## config.mk

```make
export PLATFORM = sky130hd
export DESIGN_NAME = regfile_sb_flat
export DESIGN_NICKNAME = d
export VERILOG_FILES = /design/src/rtl/regfile_sb_if.sv /design/src/rtl/regfile_sb.sv /design/src/flat_wrapper.sv
export SDC_FILE = /design/constraint.sdc
export NUM_CORES = 2
export LEC_CHECK = 0
export ABC_AREA = 1
export CORE_MARGIN = 2
export CORE_UTILIZATION = 40
export CTS_CLUSTER_DIAMETER = 120
export DETAILED_ROUTE_END_ITERATION = 8
export PLACE_DENSITY = 0.55
export SLEW_MARGIN = 20
export SYNTH_ARGS = -nofsm -noshare
export SYNTH_HDL_FRONTEND = slang
export SYNTH_SLANG_ARGS = --single-unit
```

## constraint.sdc

```tcl
create_clock -name clk -period 1.8 [get_ports clk]
set_clock_uncertainty 0.15 [all_clocks]
set_input_delay 0.36 -clock clk [delete_from_list [all_inputs] [get_ports clk]]
set_output_delay 0.36 -clock clk [all_outputs]
set_load 0.005 [all_outputs]
```

## src/rtl/regfile_sb_if.sv

```systemverilog
// -----------------------------------------------------------------------------
// regfile_sb_if
// Bus bundle for the scoreboarded register file.
//   Read side   : rd_en, addr1, addr2   -> out1, out2, busy1, busy2
//   Write side  : wr_en, addr_in, in    (writeback, clears pending bit)
//   Issue side  : set_en, set_addr      (decode marks a register pending)
// master = decode/writeback logic driving the file, slave = the register file.
// -----------------------------------------------------------------------------
interface regfile_sb_if #(
   parameter int DATA_W = 32,
   parameter int ADDR_W = 5
);
   logic              rd_en;
   logic [ADDR_W-1:0] addr1;
   logic [ADDR_W-1:0] addr2;
   logic [DATA_W-1:0] out1;
   logic [DATA_W-1:0] out2;
   logic              busy1;
   logic              busy2;
   logic              wr_en;
   logic [ADDR_W-1:0] addr_in;
   logic [DATA_W-1:0] in;
   logic              set_en;
   logic [ADDR_W-1:0] set_addr;

   modport master (
      output rd_en, addr1, addr2, wr_en, addr_in, in, set_en, set_addr,
      input  out1, out2, busy1, busy2
   );

   modport slave (
      input  rd_en, addr1, addr2, wr_en, addr_in, in, set_en, set_addr,
      output out1, out2, busy1, busy2
   );
endinterface

```

## src/rtl/regfile_sb.sv

```systemverilog
// -----------------------------------------------------------------------------
// regfile_sb
// 2-read / 1-write register file with a pending-write (busy) bit per register.
// Ports:
//   clk : clock, all state changes on posedge
//   rst : asynchronous, active-low reset (clears registers, busy bits, outputs)
//   sb  : regfile_sb_if.slave bundle
//         reads  (rd_en, addr1/2 -> out1/2, busy1/2), latency 1, hold when rd_en=0
//         write  (wr_en, addr_in, in) stores data and clears busy
//         issue  (set_en, set_addr) marks a register busy; wins over a clear
// Addresses >= DEPTH are ignored for writes/sets and read back as 0 / not busy.
// With ZERO_REG=1 register 0 is hardwired to 0 and never busy.
// With BYPASS=1 a same-cycle write is forwarded to the read outputs.
// -----------------------------------------------------------------------------
module regfile_sb #(
   parameter int DATA_W   = 32,
   parameter int ADDR_W   = 5,
   parameter int DEPTH    = 32,
   parameter int ZERO_REG = 1,
   parameter int BYPASS   = 1
) (
   input logic          clk,
   input logic          rst,
   regfile_sb_if.slave  sb
);

   localparam int IDX_W = (DEPTH > 1) ? $clog2(DEPTH) : 1;

   logic [DATA_W-1:0] r_mem [DEPTH];
   logic [DEPTH-1:0]  r_busy;
   logic [DATA_W-1:0] r_out1;
   logic [DATA_W-1:0] r_out2;
   logic              r_busy1;
   logic              r_busy2;

   logic              w_wr_ok;
   logic              w_set_ok;
   logic [IDX_W-1:0]  w_wr_idx;
   logic [IDX_W-1:0]  w_set_idx;
   logic [DEPTH-1:0]  w_busy_nxt;
   logic [DATA_W-1:0] w_rd1;
   logic [DATA_W-1:0] w_rd2;
   logic              w_bsy1;
   logic              w_bsy2;

   function automatic logic in_range(input logic [ADDR_W-1:0] a);
      return (32'(a) < DEPTH);
   endfunction

   // Address that may hold state: inside the file and not the hardwired zero.
   function automatic logic is_live(input logic [ADDR_W-1:0] a);
      return in_range(a) && !((ZERO_REG != 0) && (a == '0));
   endfunction

   function automatic logic [DATA_W-1:0] rd_value(
      input logic [ADDR_W-1:0] a,
      input logic              wr_en,
      input logic [ADDR_W-1:0] wr_addr,
      input logic [DATA_W-1:0] wr_data
   );
      if (!is_live(a)) begin
         return '0;
      end
      if ((BYPASS != 0) && wr_en && (wr_addr == a)) begin
         return wr_data;
      end
      return r_mem[IDX_W'(a)];
   endfunction

   // Busy lookup uses the post-edge vector so a same-cycle clear/set is seen.
   function automatic logic rd_busy(
      input logic [ADDR_W-1:0] a,
      input logic [DEPTH-1:0]  vec
   );
      if (!in_range(a)) begin
         return 1'b0;
      end
      return vec[IDX_W'(a)];
   endfunction

   assign w_wr_ok   = sb.wr_en  && is_live(sb.addr_in);
   assign w_set_ok  = sb.set_en && is_live(sb.set_addr);
   assign w_wr_idx  = IDX_W'(sb.addr_in);
   assign w_set_idx = IDX_W'(sb.set_addr);

   // Set is applied after clear: a newly issued producer keeps the register busy
   // even though the older producer's data lands this cycle.
   always_comb begin
      w_busy_nxt = r_busy;
      if (w_wr_ok) begin
         w_busy_nxt[w_wr_idx] = 1'b0;
      end
      if (w_set_ok) begin
         w_busy_nxt[w_set_idx] = 1'b1;
      end
   end

   always_comb begin
      w_rd1  = rd_value(sb.addr1, sb.wr_en, sb.addr_in, sb.in);
      w_rd2  = rd_value(sb.addr2, sb.wr_en, sb.addr_in, sb.in);
      w_bsy1 = rd_busy(sb.addr1, w_busy_nxt);
      w_bsy2 = rd_busy(sb.addr2, w_busy_nxt);
   end

   always_ff @(posedge clk or negedge rst) begin
      if (!rst) begin
         for (int i = 0; i < DEPTH; i++) begin
            r_mem[i] <= '0;
         end
         r_busy  <= '0;
         r_out1  <= '0;
         r_out2  <= '0;
         r_busy1 <= 1'b0;
         r_busy2 <= 1'b0;
      end else begin
         if (w_wr_ok) begin
            r_mem[w_wr_idx] <= sb.in;
         end
         r_busy <= w_busy_nxt;
         if (sb.rd_en) begin
            r_out1  <= w_rd1;
            r_out2  <= w_rd2;
            r_busy1 <= w_bsy1;
            r_busy2 <= w_bsy2;
         end
      end
   end

   assign sb.out1  = r_out1;
   assign sb.out2  = r_out2;
   assign sb.busy1 = r_busy1;
   assign sb.busy2 = r_busy2;

endmodule

```

## src/flat_wrapper.sv

```systemverilog
// flat-port wrapper written by rule: the top's interface ports become plain ports
module regfile_sb_flat 
#(
   parameter int DATA_W   = 32,
   parameter int ADDR_W   = 5,
   parameter int DEPTH    = 32,
   parameter int ZERO_REG = 1,
   parameter int BYPASS   = 1
)
  (clk, rst, sb_rd_en, sb_addr1, sb_addr2, sb_wr_en, sb_addr_in, sb_in, sb_set_en, sb_set_addr, sb_out1, sb_out2, sb_busy1, sb_busy2);
  regfile_sb_if #(.DATA_W(DATA_W), .ADDR_W(ADDR_W)) sb_i ();
  input logic clk;
  input logic rst;
  input wire logic [$bits(sb_i.rd_en)-1:0] sb_rd_en;
  input wire logic [$bits(sb_i.addr1)-1:0] sb_addr1;
  input wire logic [$bits(sb_i.addr2)-1:0] sb_addr2;
  input wire logic [$bits(sb_i.wr_en)-1:0] sb_wr_en;
  input wire logic [$bits(sb_i.addr_in)-1:0] sb_addr_in;
  input wire logic [$bits(sb_i.in)-1:0] sb_in;
  input wire logic [$bits(sb_i.set_en)-1:0] sb_set_en;
  input wire logic [$bits(sb_i.set_addr)-1:0] sb_set_addr;
  output wire logic [$bits(sb_i.out1)-1:0] sb_out1;
  output wire logic [$bits(sb_i.out2)-1:0] sb_out2;
  output wire logic [$bits(sb_i.busy1)-1:0] sb_busy1;
  output wire logic [$bits(sb_i.busy2)-1:0] sb_busy2;
  assign sb_i.rd_en = sb_rd_en;
  assign sb_i.addr1 = sb_addr1;
  assign sb_i.addr2 = sb_addr2;
  assign sb_i.wr_en = sb_wr_en;
  assign sb_i.addr_in = sb_addr_in;
  assign sb_i.in = sb_in;
  assign sb_i.set_en = sb_set_en;
  assign sb_i.set_addr = sb_set_addr;
  assign sb_out1 = sb_i.out1;
  assign sb_out2 = sb_i.out2;
  assign sb_busy1 = sb_i.busy1;
  assign sb_busy2 = sb_i.busy2;
  regfile_sb #(.DATA_W(DATA_W), .ADDR_W(ADDR_W), .DEPTH(DEPTH), .ZERO_REG(ZERO_REG), .BYPASS(BYPASS)) u_core (.clk(clk), .rst(rst), .sb(sb_i));
endmodule
```

== Word-level counts from Yosys, hierarchy flattened ==
Index checks and enable logic that the tools add are counted.

* Register bits after elaboration: 1122
* Input bits: 57
* Output and inout bits: 66
* Logic and storage cells: 101

* Order comparisons: 10
* Eq/ne operators: 2
* Muxes and demuxes: 33
* Bitwise operators: 6
* Reduce and logical (&&, ||, !) cells: 13

{| class="wikitable"
|+ Operators by type and width
! cell !! count
|-
| 1024-bit bitwise mux || 1
|-
| 32-bit 2-to-1 mux || 15
|-
| 32-bit binary-select mux with 5-bit select || 2
|-
| 32-bit demux with 5-bit select || 1
|-
| 32-bit bitwise AND || 1
|-
| 32-bit NOT || 1
|-
| 32-bit OR || 1
|-
| 5-bit by 6-bit < comparator with 1-bit output (second input constant) || 4
|-
| 5-bit zero test || 4
|-
| 6-bit >= comparator (second input constant) || 3
|-
| 5-bit NOT with 6-bit output || 3
|-
| 1-bit binary-select mux with 5-bit select || 2
|-
| 1-bit demux with 5-bit select || 2
|-
| 5-bit == test || 2
|-
| 5-bit by 1-bit >= comparator with 1-bit output (second input constant) || 2
|-
| 1-bit 2-to-1 mux || 10
|-
| 1-bit logical AND || 7
|-
| 6-bit by 1-bit < comparator with 1-bit output (second input constant) || 1
|-
| 1-bit zero test || 2
|}

== Logic depth before layout (Yosys ltp) ==
* Depth in word-level cells: 11
* Gate-level depth with buffers: 14
* Depth with buffers taken out: 12

== Worst setup path after synthesis ==
No wires, ideal clock.

* Path kind: input to register
* Start: input port sb_addr2[3]
* End: register u_core.r_out2[0], in the netlist u_core.sb.out2[0]
* Setup time: 0.123 ns
* Arrival: 1.526 ns
* Required time: 1.527 ns
* Setup slack: 0.001 ns
* Stages on the path: 9
* Path buffers: 3
* Cells stage by stage: buf_4 clkinv_2 nand2_1 a221oi_1 nand3_2 buf_6 buf_6 o21ai_0 o21ai_1

* Word-level cells in the longest chain between the ends: 6
* Elaborated cells on any way between the ends: 13
* Classes of those cells: eq/ne (1); mux (9); bitwise (1); reduce/logical (2)

{| class="wikitable"
|+ Ends and longest elaborated chain
! what !! RTL line !! source
|-
| start: declaration || flat_wrapper.sv:16 || <nowiki>input wire logic [$bits(sb_i.addr2)-1:0] sb_addr2;</nowiki>
|-
| 5-bit NOT with 6-bit output (not written as such) or 5-bit == test (tied branches) || regfile_sb.sv:67, regfile_sb.sv:64 ||
|-
| 32-bit binary-select mux with 5-bit select or 1-bit logical AND (tied branches) || regfile_sb.sv:67, regfile_sb.sv:64 ||
|-
| 32-bit 2-to-1 mux (not written as such) or 1-bit 2-to-1 mux (tied branches) (2 in series) || regfile_sb.sv:67, regfile_sb.sv:64 ||
|-
| 32-bit 2-to-1 mux || regfile_sb.sv:67 || <nowiki>return r_mem[IDX_W'(a)];</nowiki>
|-
| 32-bit 2-to-1 mux (*) || regfile_sb.sv:64 || <nowiki>if ((BYPASS != 0) && wr_en && (wr_addr == a)) begin</nowiki>
|-
| end signal: assignment || regfile_sb.sv:122 || <nowiki>r_out2 <= w_rd2;</nowiki>
|-
| end: declaration || regfile_sb.sv:32 || <nowiki>logic [DATA_W-1:0] r_out2;</nowiki>
|}

Every way passes the cells marked *; elsewhere a longest branch is shown, timed or not. The select of a mux whose other input is x is not followed.
A chain may end at the register's enable or synchronous reset.

== Worst setup path in the final report ==
* Start: register u_core.r_out1[7], in the netlist u_core.sb.out1[7]
* End: output port sb_out1[7]

{| class="wikitable"
|+ RTL lines
! what !! RTL line !! source
|-
| start: declaration || regfile_sb.sv:31 || <nowiki>logic [DATA_W-1:0] r_out1;</nowiki>
|-
| start signal: assignment || regfile_sb.sv:121 || <nowiki>r_out1 <= w_rd1;</nowiki>
|-
| end: declaration || flat_wrapper.sv:22 || <nowiki>output wire logic [$bits(sb_i.out1)-1:0] sb_out1;</nowiki>
|}

No word-level cell between the ends.

==> results.md <==
- TritonCTS buffer count: 132
- CTS tree: built
- Kind of critical path: flop to primary output
- Layout cell share with drive strength beyond 1: between 10% and 20%
- Mapped Cells: between 7000 and 8000
- Filler instances: between 10000 and 15000
- Cell Area, Placed: about 70000 µm²
- Clock power frac: roughly 36%
- Period minus WS final: slightly below 2 ns
- Post-route ant nets: 0
- Detailed Place HPWL: 171000 µm
- Largest net degree at the start of global routing: about 90
- Commonest cells in the netlist: o21ai_0, nand2_1, dfrtp_1, nand3_1, a21oi_1
- Final hold violations: 0
- FF+latch count, synth: between 1000 and 1500
- Fin crit share: 110%
- # clock sinks: between 1000 and 1500
- Top delay family on crit path: flip-flops
- Crit end category: primary output
- Worst Path Arrival: ~1.5 ns
- Adder-Cell Fraction of Synth Area: 0%
- Port bufs: 122
- Nature of the critical path startpoint: flop
- Wire per inst: 25.6 µm
- Psw: 23.8 mW
- Lkg Pwr: roughly 33 nW
- # IOs: between 100 and 150
- Setup tns final: -4.45 ns
- Post-Syn Area: slightly above 60000 µm²
- Hold Crit Class: input port to flop
- Max stage delay on crit path: roughly 0.51 ns
- Max FO, Critical Path: 2
- Power Internal: approximately 53 mW
- Max-cap violations: 0
- Largest family of logic cells by synthesized area: compound AO/OA/AOI/OAI gates
- Drc violations: 0
- Post-synthesis cell type count: 33
- RSZ-0062 raised after global routing: true
- Reg power frac: 43.1%
- Failing checks: setup timing
- Via count: 61188
- Antenna violations before repair: 7
- Seq/Total Area, Yosys: about 46%
- Nets@finish: 8287
- CP Cell Sequence: buf_6
- Syn Area/Cell: 7.59 µm²
- Comb pwr share: about 20%
- Top-count cell post-synth: o21ai_0
- Synth Area in Simple Gates: a little under a fifth
- Xor/xnor share of the synthesized area: 0%
- Synthesized Nets: 8033
- Core footprint: about 150000 µm²
- Switching part of the total: a little under a third
- Synth Area in Compound Gates: 25.6%
- Row count: about 140
- Yosys warns: 0
- Vias/cell: approximately 5.9
- Maximum VDD drop: ~0.00081 V
- Fmax: ~510 MHz
- Routed WL: about 260000 µm
- Top FF cell, synth: dfrtp_1
- Die W: ~390 µm
- Setup violators final: 73
- Clk root buf: clkbuf_16
- Die area: approximately 150000 µm²
- Vias in the first global route: between 50000 and 60000
- Initial Util: 40.3%
- CP required: ~1.3 ns
- Pre-CTS WS: -0.872 ns
- Area leader, netlist: dfrtp_1
- Worst-path clk slew: around 0.06 ns
- CP bufs+invs: 1
- Clk Latency, worst-skew pair: about 0.78 ns
- GPL Wtd Cong: around 0.95
- Worst-Margin Slew: 0.946 ns
- EDFF count, synth: 0
- Pins Over Slew Limit: 0
- Clock Path Buffers: 3
- Post-route cell area: about 74000 µm²
- Async set-reset flop share out of synthesis: 100%
- CTS H-tree lvls: 4
- PwrDens: 1030 nW/µm²
- Rel. slew slack: 36.8%
- Starting DRT DRC Count: 7390
- Placed cells: 10075
- Area growth syn-to-layout: 22.9%
- DR pass1 iterations: 7
- First-pass GRT wire length: 389000 µm
- Synth top area share: a little under half
- Non-Filler Instances: between 10000 and 15000
- GR Util All Layers: approximately 34%
- Final core utilization: 49.6%
- Status: finished, violations left
- Global route total overflow: 0
- Die height: slightly below 400 µm
- Mux contribution to synthesized area: 0%
- Crit path max-delay cell type: dfrtp_2
- Post-route worst setup slack: -0.175 ns
- Area contributors post-synth: dfrtp_1, o21ai_0, nand2_1, nand3_1, a21oi_1
## what timing repair did
| action | CTS | global route |
|---|---|---|
| setup buffers | 21 | 13 |
| setup endpoints to repair | 81 | 132 |
| pin swaps | 1 | 12 |
| resized for setup | 312 | 64 |
| cloned | 0 | 1 |
| hold endpoints to repair | 850 | 8 |
| hold buffers | 2 | 1 |
## final timing paths
check / start / end / slack, ns / cells after the start
min in group asynchronous: rst / u_core.r_mem[886]$_DFFE_PN0P_ / 0.18 / 3
worst min-delay path: sb_addr_in[3] / u_core.r_busy[30]$_DFF_PN0_ / 0.05 / 5
worst min register to register: u_core.r_mem[1001]$_DFFE_PN0P_ / u_core.r_mem[1001]$_DFFE_PN0P_ / 0.23 / 0
worst max register to register: u_core.r_mem[550]$_DFFE_PN0P_ / u_core.sb.out1[6]$_DFFE_PN0P_ / 0.05 / 9
max in group asynchronous: rst / u_core.r_mem[327]$_DFFE_PN0P_ / -0.06 / 3
worst max-delay path: u_core.sb.out1[7]$_DFFE_PN0P_ / sb_out1[7] / -0.17 / 1
## power groups by stage
| stage | clock, mW | sequential (mW) | combinational [mW] |
|---|---|---|---|
| final | 27.8 | 33.0 | 15.7 |
| after detailed placement | 0 | 33.2 | 15.3 |
| after CTS | 28.2 | 32.8 | 15.4 |
| after global placement | 0 | 33.1 | 14.9 |
| after global routing | 29.2 | 33.5 | 17.6 |
| after floorplan | 0 | 32.3 | 9.37 |
## final cells by class
type	instances	area [µm²]	share of cell area, %
multi-input cells	5479	26800	36.0
flip-flops and latches	1122	28100	37.8
inverters	583	2240	3.01
repair buffers	912	10300	13.8
diodes	2	5.00	0.00672
clock buffers	199	4000	5.37
well taps	2016	2520	3.39
clock inverters	35	463	0.622
## sequential cells by signal (all words and copies together), names as in the netlist
name             flops
u_core.r_busy       32
u_core.sb.busy2      1
u_core.sb.out1      32
u_core.r_mem      1024
u_core.sb.out2      32
u_core.sb.busy1      1
## layout by cell type, fill, tap and decap left out, types with 6 or more instances in the layout
cell type	n
clkinv_2	17
o2111ai_1	80
o21ai_0	1620
nand3_2	13
nand2_4	27
nand4_1	24
buf_4	533
inv_2	12
buf_2	34
nor2_1	164
a21oi_1	671
clkbuf_16	136
dfrtp_1	1098
buf_12	255
inv_6	12
nor2_4	9
bufinv_16	9
inv_1	559
o22ai_1	6
o211ai_1	317
clkdlybuf4s50_1	39
nand3_1	791
clkbuf_8	38
dfrtp_2	24
a21oi_2	11
o21ai_1	157
buf_6	37
nand2_1	1575
clkbuf_1	26
## metal layers
metal	share of wire (%)	GRT usage (%)
met1	40	45.0
met2	44	52.6
met3	9.8	6.62
met4	5.7	17.6
met5	0.023	0
## cells by family (layout without fill, tap and decap cells)
group / count (synthesis) / count (layout)
compound gates: 2872 / 2872
simple gates: 2607 / 2607
buf+inv: 1375 / 1729
other cells: 0 / 2
flops: 1122 / 1122
## per-stage QoR
step	hold WS, ns	power [mW]
4_1_cts	0.0164	76.4
2_1_floorplan	-0.0856	41.7
6_report	0.0454	76.5
3_5_place_dp	0.134	48.5
5_1_grt	0.0718	80.3
3_3_place_gp	0.130	48.1
Note: power is estimated with default switching activity, not from simulation.
